### src/rtl/gshare_branch_predictor_if.sv
// rtl/gshare_branch_predictor_if.sv - prediction/resolution bus for the gshare branch predictor
interface gshare_branch_predictor_if;
  logic        pred_valid;
  logic [31:0] pred_pc;
  logic        pred_ready;
  logic        pred_taken;
  logic        res_valid;
  logic        res_taken;
  logic        res_ready;
  logic        mispredict;
  logic [31:0] count_total;
  logic [31:0] count_correct;

  modport master (
    output pred_valid, pred_pc, res_valid, res_taken,
    input  pred_ready, pred_taken, res_ready, mispredict, count_total, count_correct
  );

  modport slave (
    input  pred_valid, pred_pc, res_valid, res_taken,
    output pred_ready, pred_taken, res_ready, mispredict, count_total, count_correct
  );
endinterface

### src/rtl/gshare_branch_predictor.sv
// rtl/gshare_branch_predictor.sv - gshare predictor with speculative history and pending-branch FIFO
module gshare_branch_predictor #(
  parameter int R    = 8,
  parameter int H    = 4,
  parameter int N    = 2,
  parameter int D    = 4,
  parameter int HASH = 1
) (
  input  logic                        clk,
  input  logic                        reset,
  gshare_branch_predictor_if.slave    bus
);
  localparam int TBL = 1 << R;
  localparam int AW  = $clog2(D);
  localparam int CW  = AW + 1;
  localparam logic [N-1:0] CTR_INIT = N'((1 << (N - 1)) - 1);
  localparam logic [N-1:0] CTR_MAX  = {N{1'b1}};

  logic [N-1:0]  table_q [TBL];
  logic [R-1:0]  fifo_idx [D];
  logic          fifo_pred [D];
  logic [H-1:0]  fifo_snap [D];

  logic [H-1:0]  ghr;
  logic [AW-1:0] wr_ptr;
  logic [AW-1:0] rd_ptr;
  logic [CW-1:0] count;
  logic          mispredict_q;
  logic [31:0]   total_q;
  logic [31:0]   correct_q;

  logic [R-1:0]  ghr_ext;
  logic [R-1:0]  pred_idx;
  logic          pred_bit;
  logic          fifo_full;
  logic          fifo_empty;
  logic          resolve;
  logic          mispred;
  logic          accept;
  logic [R-1:0]  head_idx;
  logic          head_pred;
  logic [H-1:0]  head_snap;
  logic [N-1:0]  head_ctr;
  logic [N-1:0]  ctr_next;
  logic [H:0]    ghr_spec_wide;
  logic [H:0]    ghr_fix_wide;
  logic          unused_pc;

  // Only PC bits feeding the index matter; fold the rest into a sink.
  assign unused_pc = ^bus.pred_pc;

  // Zero-extend the history to the table index width for the XOR hash.
  always_comb begin
    ghr_ext = '0;
    ghr_ext[H-1:0] = ghr;
  end

  generate
    if (HASH == 0) begin : g_concat
      if (H == R) begin : g_hist_only
        assign pred_idx = ghr;
      end else begin : g_hist_pc
        assign pred_idx = {ghr, bus.pred_pc[R-H+1:2]};
      end
    end else begin : g_xor
      assign pred_idx = bus.pred_pc[R+1:2] ^ ghr_ext;
    end
  endgenerate

  assign pred_bit   = table_q[pred_idx][N-1];
  assign fifo_full  = (count == CW'(D));
  assign fifo_empty = (count == '0);
  assign head_idx   = fifo_idx[rd_ptr];
  assign head_pred  = fifo_pred[rd_ptr];
  assign head_snap  = fifo_snap[rd_ptr];
  assign head_ctr   = table_q[head_idx];

  assign resolve = bus.res_valid && !fifo_empty;
  assign mispred = resolve && (bus.res_taken != head_pred);
  assign accept  = bus.pred_valid && !fifo_full && !mispred;

  assign bus.pred_taken    = pred_bit;
  assign bus.pred_ready    = !fifo_full && !mispred;
  assign bus.res_ready     = !fifo_empty;
  assign bus.mispredict    = mispredict_q;
  assign bus.count_total   = total_q;
  assign bus.count_correct = correct_q;

  // Histories: speculative shift on accept, repair from the head snapshot on mispredict.
  assign ghr_spec_wide = {ghr, pred_bit};
  assign ghr_fix_wide  = {head_snap, bus.res_taken};

  // Saturating step of the resolved branch's counter toward the actual outcome.
  always_comb begin
    ctr_next = head_ctr;
    if (bus.res_taken) begin
      if (head_ctr != CTR_MAX) ctr_next = head_ctr + N'(1);
    end else begin
      if (head_ctr != '0) ctr_next = head_ctr - N'(1);
    end
  end

  // Pattern table: trained only by resolutions, never bypassed into the same-cycle read.
  always_ff @(posedge clk or negedge reset) begin
    if (!reset) begin
      for (int i = 0; i < TBL; i++) table_q[i] <= CTR_INIT;
    end else if (resolve) begin
      table_q[head_idx] <= ctr_next;
    end
  end

  // Pending-branch payload storage; validity is tracked by the pointers alone.
  always_ff @(posedge clk) begin
    if (accept) begin
      fifo_idx[wr_ptr]  <= pred_idx;
      fifo_pred[wr_ptr] <= pred_bit;
      fifo_snap[wr_ptr] <= ghr;
    end
  end

  // FIFO pointers, occupancy and global history.
  always_ff @(posedge clk or negedge reset) begin
    if (!reset) begin
      wr_ptr <= '0;
      rd_ptr <= '0;
      count  <= '0;
      ghr    <= '0;
    end else if (mispred) begin
      wr_ptr <= '0;
      rd_ptr <= '0;
      count  <= '0;
      ghr    <= ghr_fix_wide[H-1:0];
    end else begin
      if (accept) begin
        wr_ptr <= wr_ptr + AW'(1);
        ghr    <= ghr_spec_wide[H-1:0];
      end
      if (resolve) rd_ptr <= rd_ptr + AW'(1);
      if (accept && !resolve) count <= count + CW'(1);
      else if (resolve && !accept) count <= count - CW'(1);
    end
  end

  // Statistics and the registered mispredict pulse.
  always_ff @(posedge clk or negedge reset) begin
    if (!reset) begin
      total_q      <= '0;
      correct_q    <= '0;
      mispredict_q <= 1'b0;
    end else begin
      mispredict_q <= mispred;
      if (resolve) begin
        total_q <= total_q + 32'd1;
        if (!mispred) correct_q <= correct_q + 32'd1;
      end
    end
  end
endmodule

### src/flat_wrapper.sv
// flat-port wrapper written by rule: the top's interface ports become plain ports
module gshare_branch_predictor_flat 
#(
  parameter int R    = 8,
  parameter int H    = 4,
  parameter int N    = 2,
  parameter int D    = 4,
  parameter int HASH = 1
)
  (clk, reset, bus_pred_valid, bus_pred_pc, bus_res_valid, bus_res_taken, bus_pred_ready, bus_pred_taken, bus_res_ready, bus_mispredict, bus_count_total, bus_count_correct);
  gshare_branch_predictor_if bus_i ();
  input  logic clk;
  input  logic reset;
  input wire logic [$bits(bus_i.pred_valid)-1:0] bus_pred_valid;
  input wire logic [$bits(bus_i.pred_pc)-1:0] bus_pred_pc;
  input wire logic [$bits(bus_i.res_valid)-1:0] bus_res_valid;
  input wire logic [$bits(bus_i.res_taken)-1:0] bus_res_taken;
  output wire logic [$bits(bus_i.pred_ready)-1:0] bus_pred_ready;
  output wire logic [$bits(bus_i.pred_taken)-1:0] bus_pred_taken;
  output wire logic [$bits(bus_i.res_ready)-1:0] bus_res_ready;
  output wire logic [$bits(bus_i.mispredict)-1:0] bus_mispredict;
  output wire logic [$bits(bus_i.count_total)-1:0] bus_count_total;
  output wire logic [$bits(bus_i.count_correct)-1:0] bus_count_correct;
  assign bus_i.pred_valid = bus_pred_valid;
  assign bus_i.pred_pc = bus_pred_pc;
  assign bus_i.res_valid = bus_res_valid;
  assign bus_i.res_taken = bus_res_taken;
  assign bus_pred_ready = bus_i.pred_ready;
  assign bus_pred_taken = bus_i.pred_taken;
  assign bus_res_ready = bus_i.res_ready;
  assign bus_mispredict = bus_i.mispredict;
  assign bus_count_total = bus_i.count_total;
  assign bus_count_correct = bus_i.count_correct;
  gshare_branch_predictor #(.R(R), .H(H), .N(N), .D(D), .HASH(HASH)) u_core (.clk(clk), .reset(reset), .bus(bus_i));
endmodule
### config.mk
export PLATFORM = sky130hd
export DESIGN_NAME = gshare_branch_predictor_flat
export DESIGN_NICKNAME = d
export VERILOG_FILES = /design/src/rtl/gshare_branch_predictor_if.sv /design/src/rtl/gshare_branch_predictor.sv /design/src/flat_wrapper.sv
export SDC_FILE = /design/constraint.sdc
export NUM_CORES = 2
export LEC_CHECK = 0
export CAP_MARGIN = 20
export CORE_UTILIZATION = 58
export CTS_CLUSTER_SIZE = 40
export DETAILED_ROUTE_END_ITERATION = 7
export GPL_ROUTABILITY_DRIVEN = 0
export PLACE_DENSITY = 0.76
export SLEW_MARGIN = 20
export SYNTH_ARGS = -nofsm -noshare
export SYNTH_HDL_FRONTEND = slang
export SYNTH_SLANG_ARGS = --single-unit
### constraint.sdc
create_clock -name clk -period 10.49 [get_ports clk]
set_input_delay 1.049 -clock clk [delete_from_list [all_inputs] [get_ports clk]]
set_output_delay 1.049 -clock clk [all_outputs]
set_load 0.01 [all_outputs]
==> impl_metrics.tcl <==
set metrics [dict create \
    reg2reg_from "u_core.rd_ptr[0]" \
    postRouteAntennaNets 0 \
    required_ns 11.02 \
    coreArea_um2 60500 \
    postCtsSetupBuffers 0 \
    initial_utilization_pct 58.8 \
    skew_ns 0.0227 \
    area_growth_pct 9.48 \
    crit_start "u_core.rd_ptr[0]" \
    syn_area_um2 35600 \
    wire_per_inst_um 25.7 \
    fill_cells 4497 \
    tritoncts "yes" \
    viasPerCell 7.10 \
    synth_top_area_share_pct 23.4 \
    synth_area_leader_cell "dfrtp_1" \
    crit_type "flip-flop to flip-flop" \
    drc 5 \
    max_stage_delay_ns 1.04 \
    drv_slew 0 \
    portBuffers 80 \
    tightest_slew_ns 1.23 \
    fin_nets 3369 \
    synthTopCellsByCount "644 x nand2_1, 526 x a21oi_1, 332 x dfrtp_1, 268 x a31oi_1, 256 x dfstp_2" \
    yosysSeqAreaShare_pct 46.3 \
    hold_class "input port to async pin" \
    clk_pin_slew_ns 0.06 \
    die_h_um 250 \
    violations "design-rule violations" \
    async_flop_share_pct 92.5 \
    synth.distinct_cells 63 \
    setup_viol 0 \
    cts.repair.resized 0 \
    synthesis.nets 3470 \
    fin_util_pct 64.4 \
    yosysWarnings 0 \
    ys_ff_latch 636 \
    row_count 90 \
    grt_pass1_vias 28777 \
    ios 105 \
    cpMostUsedCell "buf_4" \
    cts_root_buf "clkbuf_16" \
    startpoint_type "flip-flop" \
    netlist_top_cells_area "dfrtp_1 23%, dfstp_2 19%, mux4_2 8.9%" \
    synth_edf_count 48 \
    synthCells 3426 \
    grt_max_degree 143 \
    ir_worst_vdd_mv 0.646 \
    cp.arrival_ns 7.41 \
    layout-drive-gt1-share_pct 24.1 \
    worst_skew_pair.late_latency_ns 0.63 \
    antenna_found_initial 0 \
    dr.first_iter.drc_count 3955 \
    wl_met3_mm 13.0 \
    grt-ovfl-total 0 \
    die_area_um2 62300 \
    maxUsedRoutingLayer "met4" \
    finalCriticalPeriod_ns 6.89 \
    yosysMostFrequentCell "nand2_1" \
    max_slew_margin_pct 18.0 \
    hold_viol 0 \
    wl_met2_mm 48.5 \
    worstPathCellList "mux4_4, buf_4, buf_4, mux2i_1, mux2i_1, a32oi_1, a21oi_1, o22ai_1, nor3_4, buf_4, buf_4, a31oi_1, a21oi_1" \
    rsz0062_at_grt "false" \
    cts_sinks 636 \
    track_usage_pct 34.2 \
    cts_buffer_depth 3 \
    max_freq_mhz 145 \
    cap_violations 0 \
    pwr_density_cell_nw_per_um2 355 \
    tns_ns 0 \
    critPathMaxFanout 87 \
    drt_wl_total_mm 107 \
    crit_slowest_cell "mux4_4" \
    worst_setup_path_end_kind "flip-flop" \
    post-route-period-util_pct 65.6 \
    first_pass_iters 8 \
    leakagePower_nw 15.4 \
    htreeDepth 3 \
    fp.dieW_um 250 \
    status "finished with violations" \
    cts_made_buffers 70 \
    wl_met1_mm 39.7 \
    vias 29581 \
    grt_pass1_wl_mm 167 \
    yosys_most_used_dff "dfrtp_1" \
    avgSynthCellArea_um2 10.4 \
    cts_hold_buf 0 \
    hpwl_mm 63.7 \
]
[final cells by class]
class | count | area, um2 | area share [%]
diodes | 1 | 2.50 | 0.00643
well taps | 782 | 978 | 2.51
inverters | 11 | 41.3 | 0.106
flip-flops and latches | 636 | 16500 | 42.3
clock buffers | 104 | 2100 | 5.41
multi-input cells | 2450 | 17600 | 45.3
repair buffers | 156 | 1440 | 3.69
clock inverters | 25 | 250 | 0.643
[power breakdown]
group	total [mW]	switching [mW]	leakage (nW)	internal [mW]
combinational	7.22	5.38	6.57	1.84
clock	2.54	1.05	1.16	1.49
sequential	4.05	0.522	7.62	3.53
[worst max-delay path: cells and delay by family, from the launching register on]
kind	cells	cell delay, ns
flops	1	1.00
compound gates	5	1.13
buf+inv	4	2.71
simple gates	1	0.31
mux	3	1.42
[logic make-up after synthesis]
logic type	after synthesis	share of synthesized area, %
compound gates	1136	21.7
simple gates	896	10.6
flops	636	46.3
mux	342	14.6
buf+inv	340	4.70
xor+xnor	69	1.70
fa+ha+maj	7	0.267
[metrics by stage]
step	cells	total power [mW]	worst slack [ns]	hold slack (ns)	area, um2
finish	4165	13.8	3.60	0.458	38900
global route	4164	14.3	3.36	0.477	38900
detailed placement	4035	11.0	3.72	0.460	36500
floorplan	3426	9.27	5.76	0.448	35600
CTS	4164	13.6	3.70	0.469	38900
global placement	4034	10.8	3.88	0.455	36500
[path summary, 6_finish.rpt]
kind	to	slack [ns]	cells past startpoint
setup / recovery	u_core.table_q[393]	3.60	13
hold / removal	u_core.bus.count_total[31]	0.46	1
setup reg to reg	u_core.table_q[393]	3.60	13
hold reg to reg	u_core.table_q[124]	0.47	2
max in group asynchronous	u_core.table_q[309]	7.69	3
min in group clk	u_core.table_q[124]	0.47	2
[flip-flops by register name, summed over array words and instances (netlist names)]
signal                    cells
u_core.bus.count_correct     32
u_core.bus.count_total       32
u_core.bus.mispredict         1
u_core.count                  3
u_core.fifo_idx              32
u_core.fifo_pred              4
u_core.fifo_snap             12
u_core.ghr                    4
u_core.rd_ptr                 2
u_core.table_q              512
u_core.wr_ptr                 2
[cell usage in the layout (no fill, tap or decap), drive strengths merged, types with 24 or more instances in the layout]
master and n:
o31ai 256, a31oi 269, dfstp 256, nand2 644, nand3 63, a21oi 526, mux4 141, edfxtp 48
clkbuf 105, dfrtp 332, xnor2 45, xor2 24, buf 77, nor2 80, mux2i 187, clkdlybuf4s50 78
[layer usage]
layer	up-vias	global-route usage (%)
li1	12575	-
met1	14540	45.4
met2	2044	51.2
met3	422	9.03
met4	0	19.3
met5	-	0
(Power assumes the default switching activity.)
